### src/rtl/salamander_frame_sig_if.sv
`default_nettype none
// ============================================================================
//  Module      : salamander_frame_sig_if
//  Description : Video-in / signature-out bundle for the frame signature unit.
//  Revision    : 1.0  initial release
// ============================================================================
interface salamander_frame_sig_if #(
    parameter int PIXEL_W = 15,
    parameter int CNT_W   = 9
);
    logic               i_EMU_CLK6MPCEN_n;
    logic [CNT_W-1:0]   i_HCOUNTER;
    logic [CNT_W-1:0]   i_VCOUNTER;
    logic [PIXEL_W-1:0] i_VIDEODATA;
    logic [31:0]        o_SIG;
    logic               o_SIG_VALID;
    logic [31:0]        o_PIX_CNT;
    logic [15:0]        o_FRAME_CNT;
    logic               o_SEQ_ERR;
    logic               o_BUSY;

    modport master (
        output i_EMU_CLK6MPCEN_n, i_HCOUNTER, i_VCOUNTER, i_VIDEODATA,
        input  o_SIG, o_SIG_VALID, o_PIX_CNT, o_FRAME_CNT, o_SEQ_ERR, o_BUSY
    );

    modport slave (
        input  i_EMU_CLK6MPCEN_n, i_HCOUNTER, i_VCOUNTER, i_VIDEODATA,
        output o_SIG, o_SIG_VALID, o_PIX_CNT, o_FRAME_CNT, o_SEQ_ERR, o_BUSY
    );
endinterface
`default_nettype wire

### src/rtl/salamander_frame_sig.sv
`default_nettype none
// ============================================================================
//  Module      : salamander_frame_sig
//  Description : Per-frame CRC-32/MPEG-2 signature over an active video window.
//                Optional macro FRAME_SIG_LOG_EN adds simulation log output.
//  Revision    : 1.0  initial release
// ============================================================================
module salamander_frame_sig #(
    parameter int PIXEL_W     = 15,
    parameter int CNT_W       = 9,
    parameter int H_START     = 128,
    parameter int H_END       = 383,
    parameter int V_START     = 16,
    parameter int V_END       = 239,
    parameter int SKIP_FRAMES = 2
) (
    input  logic                  i_EMU_MCLK,
    input  logic                  i_MRST_n,
    salamander_frame_sig_if.slave bus
);

    localparam logic [31:0] c_CRC_POLY = 32'h04C1_1DB7;
    localparam logic [31:0] c_CRC_INIT = 32'hFFFF_FFFF;
    localparam int          c_SKIP_W   = (SKIP_FRAMES > 0) ? $clog2(SKIP_FRAMES + 1) : 1;
    localparam logic [c_SKIP_W-1:0] c_SKIP_LAST =
        c_SKIP_W'((SKIP_FRAMES > 0) ? (SKIP_FRAMES - 1) : 0);
    localparam logic [CNT_W-1:0] c_H_START = CNT_W'(H_START);
    localparam logic [CNT_W-1:0] c_H_END   = CNT_W'(H_END);
    localparam logic [CNT_W-1:0] c_V_START = CNT_W'(V_START);
    localparam logic [CNT_W-1:0] c_V_END   = CNT_W'(V_END);

    typedef enum logic [1:0] {
        ST_SKIP   = 2'd0,
        ST_IDLE   = 2'd1,
        ST_ACTIVE = 2'd2
    } state_t;

    // With nothing to skip the unit is ready on the very first pixel cycle.
    localparam state_t c_RST_STATE = state_t'((SKIP_FRAMES == 0) ? ST_IDLE : ST_SKIP);

    // Bit-serial MSB-first CRC; unrolled by synthesis into the 32-bit parallel form.
    function automatic logic [31:0] crc32_word(input logic [31:0] crc_in,
                                               input logic [31:0] data);
        logic [31:0] c;
        c = crc_in;
        for (int i = 31; i >= 0; i--) begin
            if (c[31] ^ data[i]) begin
                c = {c[30:0], 1'b0} ^ c_CRC_POLY;
            end else begin
                c = {c[30:0], 1'b0};
            end
        end
        return c;
    endfunction

    state_t                state_q,     state_d;
    logic [c_SKIP_W-1:0]   skip_cnt_q,  skip_cnt_d;
    logic [31:0]           crc_q,       crc_d;
    logic [31:0]           pix_cnt_q,   pix_cnt_d;
    logic [31:0]           sig_q,       sig_d;
    logic                  sig_valid_q, sig_valid_d;
    logic [31:0]           pix_out_q,   pix_out_d;
    logic [15:0]           frame_cnt_q, frame_cnt_d;
    logic                  seq_err_q,   seq_err_d;
    logic [CNT_W-1:0]      prev_h_q,    prev_h_d;
    logic [CNT_W-1:0]      prev_v_q,    prev_v_d;
    logic                  prev_act_q,  prev_act_d;

    logic                  w_pix_cyc;
    logic [CNT_W-1:0]      w_h;
    logic [CNT_W-1:0]      w_v;
    logic [PIXEL_W-1:0]    w_pix;
    logic [31:0]           w_pix32;
    logic                  w_active;
    logic                  w_fs;
    logic                  w_fe;
    logic [CNT_W-1:0]      w_h_follow;
    logic                  w_seq_viol;
    logic [31:0]           w_crc_base;
    logic [31:0]           w_crc_upd;
    logic                  w_report;

    assign w_pix_cyc  = ~bus.i_EMU_CLK6MPCEN_n;
    assign w_h        = bus.i_HCOUNTER;
    assign w_v        = bus.i_VCOUNTER;
    assign w_pix      = bus.i_VIDEODATA;
    assign w_pix32    = 32'(w_pix);

    assign w_active   = (w_h >= c_H_START) && (w_h <= c_H_END) &&
                        (w_v >= c_V_START) && (w_v <= c_V_END);
    assign w_fs       = (w_h == c_H_START) && (w_v == c_V_START);
    assign w_fe       = (w_h == c_H_END)   && (w_v == c_V_END);

    // Only back-to-back active pixels on one line are expected to be contiguous.
    assign w_h_follow = prev_h_q + CNT_W'(1);
    assign w_seq_viol = prev_act_q && (w_v == prev_v_q) && (w_h != w_h_follow);

    assign w_crc_base = w_fs ? c_CRC_INIT : crc_q;
    assign w_crc_upd  = crc32_word(w_crc_base, w_pix32);

    always_comb begin
        state_d     = state_q;
        skip_cnt_d  = skip_cnt_q;
        crc_d       = crc_q;
        pix_cnt_d   = pix_cnt_q;
        sig_d       = sig_q;
        sig_valid_d = 1'b0;
        pix_out_d   = pix_out_q;
        frame_cnt_d = frame_cnt_q;
        seq_err_d   = seq_err_q;
        prev_h_d    = prev_h_q;
        prev_v_d    = prev_v_q;
        prev_act_d  = prev_act_q;
        w_report    = 1'b0;

        if (w_pix_cyc) begin
            prev_h_d   = w_h;
            prev_v_d   = w_v;
            prev_act_d = w_active;

            unique case (state_q)
                ST_SKIP: begin
                    if (w_fe) begin
                        skip_cnt_d = skip_cnt_q + c_SKIP_W'(1);
                        if (skip_cnt_q == c_SKIP_LAST) begin
                            state_d = ST_IDLE;
                        end
                    end
                end
                ST_IDLE: begin
                    if (w_fs) begin
                        crc_d     = w_crc_upd;
                        pix_cnt_d = 32'd1;
                        // A 1x1 window starts and ends on the same pixel.
                        if (w_fe) begin
                            w_report = 1'b1;
                        end else begin
                            state_d  = ST_ACTIVE;
                        end
                    end
                end
                ST_ACTIVE: begin
                    if (w_fs) begin
                        seq_err_d = 1'b1;
                        crc_d     = w_crc_upd;
                        pix_cnt_d = 32'd1;
                    end else if (w_active) begin
                        crc_d     = w_crc_upd;
                        pix_cnt_d = pix_cnt_q + 32'd1;
                        if (w_seq_viol) begin
                            seq_err_d = 1'b1;
                        end
                        if (w_fe) begin
                            w_report = 1'b1;
                            state_d  = ST_IDLE;
                        end
                    end
                end
                default: begin
                    state_d = c_RST_STATE;
                end
            endcase

            if (w_report) begin
                sig_d       = crc_d;
                pix_out_d   = pix_cnt_d;
                frame_cnt_d = frame_cnt_q + 16'd1;
                sig_valid_d = 1'b1;
            end
        end
    end

    always_ff @(posedge i_EMU_MCLK or negedge i_MRST_n) begin
        if (!i_MRST_n) begin
            state_q     <= c_RST_STATE;
            skip_cnt_q  <= '0;
            crc_q       <= c_CRC_INIT;
            pix_cnt_q   <= '0;
            sig_q       <= '0;
            sig_valid_q <= 1'b0;
            pix_out_q   <= '0;
            frame_cnt_q <= '0;
            seq_err_q   <= 1'b0;
            prev_h_q    <= '0;
            prev_v_q    <= '0;
            prev_act_q  <= 1'b0;
        end else begin
            state_q     <= state_d;
            skip_cnt_q  <= skip_cnt_d;
            crc_q       <= crc_d;
            pix_cnt_q   <= pix_cnt_d;
            sig_q       <= sig_d;
            sig_valid_q <= sig_valid_d;
            pix_out_q   <= pix_out_d;
            frame_cnt_q <= frame_cnt_d;
            seq_err_q   <= seq_err_d;
            prev_h_q    <= prev_h_d;
            prev_v_q    <= prev_v_d;
            prev_act_q  <= prev_act_d;
        end
    end

    assign bus.o_SIG       = sig_q;
    assign bus.o_SIG_VALID = sig_valid_q;
    assign bus.o_PIX_CNT   = pix_out_q;
    assign bus.o_FRAME_CNT = frame_cnt_q;
    assign bus.o_SEQ_ERR   = seq_err_q;
    assign bus.o_BUSY      = (state_q == ST_ACTIVE);

`ifdef FRAME_SIG_LOG_EN
    always @(posedge i_EMU_MCLK) begin
        if (sig_valid_q) begin
            $display("frame=%0d sig=%08h pix=%0d seqerr=%0b",
                     frame_cnt_q, sig_q, pix_out_q, seq_err_q);
        end
        if (i_MRST_n && seq_err_d && !seq_err_q) begin
            $display("salamander_frame_sig: warning, counter discontinuity at h=%0d v=%0d",
                     w_h, w_v);
        end
    end
`else
    // Synthesis builds carry no logging side channel.
`endif

endmodule
`default_nettype wire

### src/flat_wrapper.sv
// flat-port wrapper written by rule: the top's interface ports become plain ports
module salamander_frame_sig_flat 
#(
    parameter int PIXEL_W     = 15,
    parameter int CNT_W       = 9,
    parameter int H_START     = 128,
    parameter int H_END       = 383,
    parameter int V_START     = 16,
    parameter int V_END       = 239,
    parameter int SKIP_FRAMES = 2
)
  (i_EMU_MCLK, i_MRST_n, bus_i_EMU_CLK6MPCEN_n, bus_i_HCOUNTER, bus_i_VCOUNTER, bus_i_VIDEODATA, bus_o_SIG, bus_o_SIG_VALID, bus_o_PIX_CNT, bus_o_FRAME_CNT, bus_o_SEQ_ERR, bus_o_BUSY);
  salamander_frame_sig_if #(.PIXEL_W(PIXEL_W), .CNT_W(CNT_W)) bus_i ();
  input  logic i_EMU_MCLK;
  input  logic i_MRST_n;
  input wire logic [$bits(bus_i.i_EMU_CLK6MPCEN_n)-1:0] bus_i_EMU_CLK6MPCEN_n;
  input wire logic [$bits(bus_i.i_HCOUNTER)-1:0] bus_i_HCOUNTER;
  input wire logic [$bits(bus_i.i_VCOUNTER)-1:0] bus_i_VCOUNTER;
  input wire logic [$bits(bus_i.i_VIDEODATA)-1:0] bus_i_VIDEODATA;
  output wire logic [$bits(bus_i.o_SIG)-1:0] bus_o_SIG;
  output wire logic [$bits(bus_i.o_SIG_VALID)-1:0] bus_o_SIG_VALID;
  output wire logic [$bits(bus_i.o_PIX_CNT)-1:0] bus_o_PIX_CNT;
  output wire logic [$bits(bus_i.o_FRAME_CNT)-1:0] bus_o_FRAME_CNT;
  output wire logic [$bits(bus_i.o_SEQ_ERR)-1:0] bus_o_SEQ_ERR;
  output wire logic [$bits(bus_i.o_BUSY)-1:0] bus_o_BUSY;
  assign bus_i.i_EMU_CLK6MPCEN_n = bus_i_EMU_CLK6MPCEN_n;
  assign bus_i.i_HCOUNTER = bus_i_HCOUNTER;
  assign bus_i.i_VCOUNTER = bus_i_VCOUNTER;
  assign bus_i.i_VIDEODATA = bus_i_VIDEODATA;
  assign bus_o_SIG = bus_i.o_SIG;
  assign bus_o_SIG_VALID = bus_i.o_SIG_VALID;
  assign bus_o_PIX_CNT = bus_i.o_PIX_CNT;
  assign bus_o_FRAME_CNT = bus_i.o_FRAME_CNT;
  assign bus_o_SEQ_ERR = bus_i.o_SEQ_ERR;
  assign bus_o_BUSY = bus_i.o_BUSY;
  salamander_frame_sig #(.PIXEL_W(PIXEL_W), .CNT_W(CNT_W), .H_START(H_START), .H_END(H_END), .V_START(V_START), .V_END(V_END), .SKIP_FRAMES(SKIP_FRAMES)) u_core (.i_EMU_MCLK(i_EMU_MCLK), .i_MRST_n(i_MRST_n), .bus(bus_i));
endmodule
### config.mk
export PLATFORM = sky130hd
export DESIGN_NAME = salamander_frame_sig_flat
export DESIGN_NICKNAME = d
export VERILOG_FILES = /design/src/rtl/salamander_frame_sig_if.sv /design/src/rtl/salamander_frame_sig.sv /design/src/flat_wrapper.sv
export SDC_FILE = /design/constraint.sdc
export NUM_CORES = 1
export LEC_CHECK = 0
export CAP_MARGIN = 20
export CORE_AREA = 2 2 152 154
export CTS_CLUSTER_DIAMETER = 120
export DETAILED_ROUTE_END_ITERATION = 16
export DIE_AREA = 0 0 154 156
export PLACE_DENSITY = 0.85
export SKIP_CTS_REPAIR_TIMING = 1
export SLEW_MARGIN = 20
export SYNTH_ARGS = -nofsm -noshare
export SYNTH_HDL_FRONTEND = slang
export SYNTH_SLANG_ARGS = --single-unit
### constraint.sdc
create_clock -name i_EMU_MCLK -period 5 [get_ports i_EMU_MCLK]
set_clock_uncertainty 0.1 [all_clocks]
set_input_delay 1 -clock i_EMU_MCLK [delete_from_list [all_inputs] [get_ports i_EMU_MCLK]]
set_output_delay 1 -clock i_EMU_MCLK [all_outputs]
set_load 0.1 [all_outputs]
== Word level (Yosys, flattened, before mapping) ==
Index checks and enable logic that the tools add are counted.
Operators by class
  $add $sub $neg: 4
  $mul: 0
  div/mod/pow operators: 0
  order comparisons: 4
  equal/unequal tests: 16
  shift-type cells: 0
  mux-type cells: 60
  bitwise operators: 48
  reductions and logical operators: 14
Operator list (count)
  $mux W27: 32
  $not A14 Y14: 32
  $mux W32: 7
  $pmux W32 S2: 2
  $add A32 B1 Y32 const B: 1
  $eq A9 B8 Y1 const B: 2
  $add A16 B1 Y16 const B: 1
  $xor A1 B1 Y1: 15
  $mux W2: 7
  $mux W1: 10
  $ne A2 B1 Y1 const B: 5
  $add A9 B1 Y9 const B: 1
  $eq A9 B5 Y1 const B: 1
  $eq A9 B9 Y1: 1
  $eq A9 B9 Y1 const B: 1
  $ge A9 B5 Y1 const B: 1
  $ge A9 B8 Y1 const B: 1
  $le A9 B8 Y1 const B: 1
  $le A9 B9 Y1 const B: 1
  $ne A9 B9 Y1: 1
  $reduce_and A8 Y1: 1
  $logic_and A1 B1 Y1: 7
  $pmux W2 S3: 1
  $eq A2 B1 Y1 const B: 2
  10 further kinds: 12
Word-level totals
  register bits after elaboration: 169
  latch bits: 0
  bits in writable memories: 0
  memory bits (read-only): 0
  input bits: 36
  output and inout bits: 83
  word-level logic and storage cells: 158
  memories kept: 0

== Longest topological paths before layout ==
  word-level depth: 70
  mapped depth: 13
  mapped depth without buffers: 11

== Worst setup path after synthesis ==
Ideal clock, no wire load.
  kind: register -> register
  from: reg u_core.crc_q[31]
  to: reg u_core.sig_q[14] (netlist: u_core.bus.o_SIG[14])
  library setup time: 126 ps
  data arrival time: 3933 ps
  slack: 840 ps
  stages on the path, launching flop included: 13
  clock period less this slack: 4160 ps
  cells stage by stage: dfstp_2 > buf_4 > xor2_2 > xor3_4 > xor2_4 > xnor3_2 > xor2_1 > mux2i_4 > xor2_4 > xor2_2 > xnor2_1 > a221o_1 > mux2_4
On the way
  cells in the longest elaborated chain, start to end: 43
  elaborated cells on any way between the ends: 75
Ends and longest elaborated chain
  start: declaration: RTL line salamander_frame_sig.sv:58  | logic [31:0] crc_q, crc_d;
  start signal: assignment: RTL line salamander_frame_sig.sv:177  | crc_q <= c_CRC_INIT;
  start signal: assignment: RTL line salamander_frame_sig.sv:190  | crc_q <= crc_d;
  $mux W32 *: RTL line salamander_frame_sig.sv:98  | assign w_crc_base = w_fs ? c_CRC_INIT : crc_q;
  $mux W27 *: RTL line salamander_frame_sig.sv:47  | if (c[31] ^ data[i]) begin
  $not A14 Y14 (no line) or $mux W27 (tied branches)
  $mux W27 or $not A14 Y14 (tied branches) (3 in a row)
  $mux W27: RTL line salamander_frame_sig.sv:47
  $not A14 Y14 (no line) or $mux W27 (tied branches)
  $mux W27 or $not A14 Y14 (tied branches) (3 in a row)
  $mux W27: RTL line salamander_frame_sig.sv:47
  [... 21 more ...]
  $mux W27: RTL line salamander_frame_sig.sv:47
  $not A14 Y14 (no line) or $xor A1 B1 Y1 (tied branches)
  $mux W27: RTL line salamander_frame_sig.sv:47
  $not A14 Y14 (no line)
  $mux W27 * (3 in a row): RTL line salamander_frame_sig.sv:47
  $mux W32: RTL line salamander_frame_sig.sv:147  | end else if (w_active) begin
  $mux W32: RTL line salamander_frame_sig.sv:143  | if (w_fs) begin
  $pmux W32 S2 *: RTL line salamander_frame_sig.sv:121  | unique case (state_q)
  end signal: assignment: RTL line salamander_frame_sig.sv:192  | sig_q <= sig_d;
  end: declaration: RTL line salamander_frame_sig.sv:60  | logic [31:0] sig_q, sig_d;
Mark *: on every way between the ends. The rest lies on a longest branch, timed or not.
A chain may end at the register's enable or synchronous reset.

== Worst setup path in the final report ==
  from: reg u_core.crc_q[28]
  to: reg u_core.sig_q[10] (netlist: u_core.bus.o_SIG[10])
On the way
  cells in the longest elaborated chain, start to end: 39
  elaborated cells on any way between the ends: 68
Ends and longest elaborated chain (RTL line)
  $mux W32 *: salamander_frame_sig.sv:98
  $mux W27 *: salamander_frame_sig.sv:47
  $not A14 Y14 (no line)
  $mux W27: salamander_frame_sig.sv:47
  $not A14 Y14 (no line) or $mux W27 (tied branches)
  $mux W27 or $not A14 Y14 (tied branches)
  $mux W27: salamander_frame_sig.sv:47
  $mux W27 or $not A14 Y14 (tied branches)
  [... 23 more ...]
  $not A14 Y14 (no line) or $mux W27 (tied branches)
  $mux W27 or $not A14 Y14 (tied branches)
  $mux W27: salamander_frame_sig.sv:47
  $not A14 Y14 (no line) or $xor A1 B1 Y1 (tied branches)
  $mux W27 *: salamander_frame_sig.sv:47
  $mux W32: salamander_frame_sig.sv:147
  $mux W32: salamander_frame_sig.sv:143
  $pmux W32 S2 *: salamander_frame_sig.sv:121
Marked as above.

==> flow_summary.json <==
{
  "status": "complete, no violations",
  "cts_tree": "done",
  "dp.cells": 1636,
  "die-area_mm2": 0.02402,
  "drt_iter0_markers": 989,
  "netlist_top_cells_area": "dfrtp_1 28%, xnor2_1 14%, xnor3_1 7.0%",
  "fin_setup_tns_ns": 0,
  "die_w_um": 154,
  "r2r_start": "u_core.crc_q[28]$_DFFE_PN1N_",
  "fin_crit_sh": 0.9191,
  "final_area_mm2": 0.01431,
  "critPathMaxFanout": 10,
  "port_buffers": 118,
  "antenna_left": 0,
  "crit_type": "register to register",
  "die_h_um": 156,
  "slew_headroom": 0.3012,
  "cp-end-kind": "register",
  "synth_top_area_frac": 0.2823,
  "place_congestion": 0.9556,
  "period_needed_ns": 4.596,
  "drc_errors": 0,
  "drive_above_1_share": 0.1338,
  "dr_total_vias": 9774,
  "syn_avg_cell_area_um2": 9.562,
  "wl_per_cell_um": 20.36,
  "start_util": 0.5430,
  "r2r_end": "u_core.bus.o_SIG[10]$_DFFE_PN0P_",
  "grt_overflow": 0,
  "rows": 55,
  "drv_cap": 0,
  "synth_seq_area_share": 0.3515,
  "synth_edf_count": 0,
  "setup_violations": 0,
  "hold_viol_final": 0,
  "fmax_mhz": 217.6,
  "nets": 1413,
  "synth_seq_cells": 169,
  "synth_ff_type": "dfrtp_1",
  "ios": 119,
  "clk_latency_ns": 0.44,
  "viasPerCell": 5.860,
  "drv_slew": 0,
  "placed_area_mm2": 0.01371,
  "antenna_found_initial": 0,
  "grt_max_degree": 95,
  "dp_hpwl_um": 25100,
  "cts_buffers": 17,
  "grtUsageTotal": 0.2877,
  "wirelength_um": 33960,
  "cts_num_sinks": 169,
  "synth-async-reset-ratio": 1.000,
  "core_area_mm2": 0.02237,
  "grt_first_pass_wirelength_um": 53630,
  "fillers": 1709,
  "cts_root_buf": "clkbuf_16",
  "startpoint": "u_core.crc_q[28]$_DFFE_PN1N_",
  "stdcell_count": 1668,
  "grt_pass1_vias": 9741,
  "critPathRequiredTime_ns": 5.25,
  "start_kind": "register",
  "rsz0062_at_grt": "false",
  "syn_inst": 1270,
  "synth_area_mm2": 0.01214,
  "area_growth_pct": 17.79,
  "first_pass_iters": 5,
  "hold_path_end": "u_core.bus.o_SIG[28]$_DFFE_PN0P_",
  "n_antenna_cell": 0,
  "min_path_cells": 2,
  "syn-num-nets": 1313,
  "tightest_slew_ns": 1.045,
  "cts_htree_levels": 4,
  "clkTransAtPathRegs_ns": 0.07,
  "cts_buffer_depth": 2,
  "r2r_cells": 11,
  "hp-class": "register to register",
  "ys_types": 68,
  "worstHoldStart": "u_core.bus.o_SIG[28]$_DFFE_PN0P_",
  "yosys.area.top_type": "dfrtp_1",
  "cp.arrival_ns": 4.85,
  "ys_warn_count": 0,
  "reg2reg_setup_slack_ns": 0.40
}
==> cells by family (layout without fill, tap and decap cells) <==
family	count (synthesis)	count (layout)	synth area share
fa+ha+maj	7	7	0.007212
compound gates	251	251	0.1191
mux	45	45	0.04224
xor+xnor	321	321	0.3105
buf+inv	93	206	0.03204
flops	169	169	0.3515
simple gates	384	384	0.1373
==> flip-flops by register name, indices dropped and copies added (netlist names), 2 cells and up <==
| name | flops |
|---|---|
| u_core.bus.o_FRAME_CNT | 16 |
| u_core.bus.o_PIX_CNT | 32 |
| u_core.bus.o_SIG | 32 |
| u_core.crc_q | 32 |
| u_core.pix_cnt_q | 32 |
| u_core.prev_h_q | 9 |
| u_core.prev_v_q | 9 |
| u_core.skip_cnt_q | 2 |
| u_core.state_q | 2 |
==> how the worst max path moves through the flow <==
stage	to	depth (start not counted)
5_1_grt	u_core.bus.o_SIG[7]$_DFFE_PN0P_	11
3_5_place_dp	u_core.bus.o_SIG[24]$_DFFE_PN0P_	10
3_3_place_gp	u_core.bus.o_SIG[24]$_DFFE_PN0P_	10
2_1_floorplan	u_core.bus.o_SIG[14]$_DFFE_PN0P_	12
6_report	u_core.bus.o_SIG[10]$_DFFE_PN0P_	11
4_1_cts	u_core.bus.o_SIG[10]$_DFFE_PN0P_	11
==> cells in the mapped netlist (6+ instances only) <==
library cell	n
a21oi_1	82
a22oi_1	14
a31oi_1	7
and3_1	14
buf_1	6
clkbuf_1	62
dfrtp_1	137
dfstp_2	32
ha_1	7
inv_1	12
mux2_2	36
mux2i_1	7
nand2_1	173
nand3_1	25
nand4_1	18
nor2_1	103
nor3_1	23
nor4_1	8
o21ai_0	104
o21ai_1	6
xnor2_1	194
xnor2_2	6
xnor3_1	38
xnor3_2	6
xor2_1	57
xor3_1	7
==> routing by layer <==
metal / GRT usage / part of all wire
met5: 0 / 0
met2: 0.4854 / 0.49
met1: 0.3683 / 0.40
met3: 0.05167 / 0.068
met4: 0.1179 / 0.038
==> layout make-up <==
cell class / count / area [um^2] / share of cell area
sequential: 169 / 4269 / 0.2984
inverter: 13 / 48.80 / 0.003411
clock inverter: 15 / 167.7 / 0.01172
clock buffer: 17 / 425.4 / 0.02974
timing repair buffer: 161 / 1538 / 0.1075
multi-input combinational: 1008 / 7500 / 0.5243
tap: 285 / 356.6 / 0.02493
==> metrics by stage <==
| stage | setup slack (ns) | hold WS, ns | util |
|---|---|---|---|
| 2_1_floorplan | 0.8404 | 0.3521 | - |
| 3_3_place_gp | 0.3545 | 0.3567 | 0.6130 |
| 5_1_grt | 0.2347 | 0.3955 | 0.6396 |
| 4_1_cts | 0.4646 | 0.3819 | 0.6395 |
| 3_5_place_dp | 0.3675 | 0.3673 | 0.6130 |
| 6_report | 0.4045 | 0.3781 | 0.6396 |
==> placed cells by master (no fill, tap or decap), drive strengths merged, types with 2 or more instances in the layout <==
| cell type | n |
|---|---|
| ha | 7 |
| clkbuf | 17 |
| a31oi | 7 |
| and4 | 2 |
| a22o | 5 |
| a221oi | 5 |
| mux2 | 37 |
| mux2i | 8 |
| inv | 18 |
| xor2 | 65 |
| o211ai | 5 |
| nor2 | 103 |
| nand3 | 25 |
| clkinv | 5 |
| a21oi | 82 |
| a32o | 4 |
| or2 | 6 |
| xnor2 | 203 |
| bufinv | 2 |
| buf | 45 |
| a22oi | 14 |
| nor4 | 8 |
| dfrtp | 137 |
| and3 | 14 |
| nand3b | 2 |
| o32a | 2 |
| and2 | 3 |
| nand4 | 18 |
| dfstp | 32 |
| xnor3 | 44 |
| clkdlybuf4s50 | 116 |
| nand2 | 174 |
| nor3 | 23 |
| o22a | 3 |
| clkinvlp | 3 |
| xor3 | 9 |
| o31ai | 5 |
| o21ai | 110 |
==> critical path, stage by stage (launching register included) <==
cell	delay [ns]
dfstp_2	0.73
xor2_4	0.25
xor3_4	0.55
xor2_4	0.29
xnor3_2	0.53
xnor3_1	0.38
nor2_1	0.19
xnor3_2	0.53
xor3_1	0.46
xnor2_1	0.16
nand2_1	0.09
a21oi_1	0.23
Power is left out: the tool's default activity adds up to more than one toggle a clock period on the data nets, which glitch-free logic cannot reach.
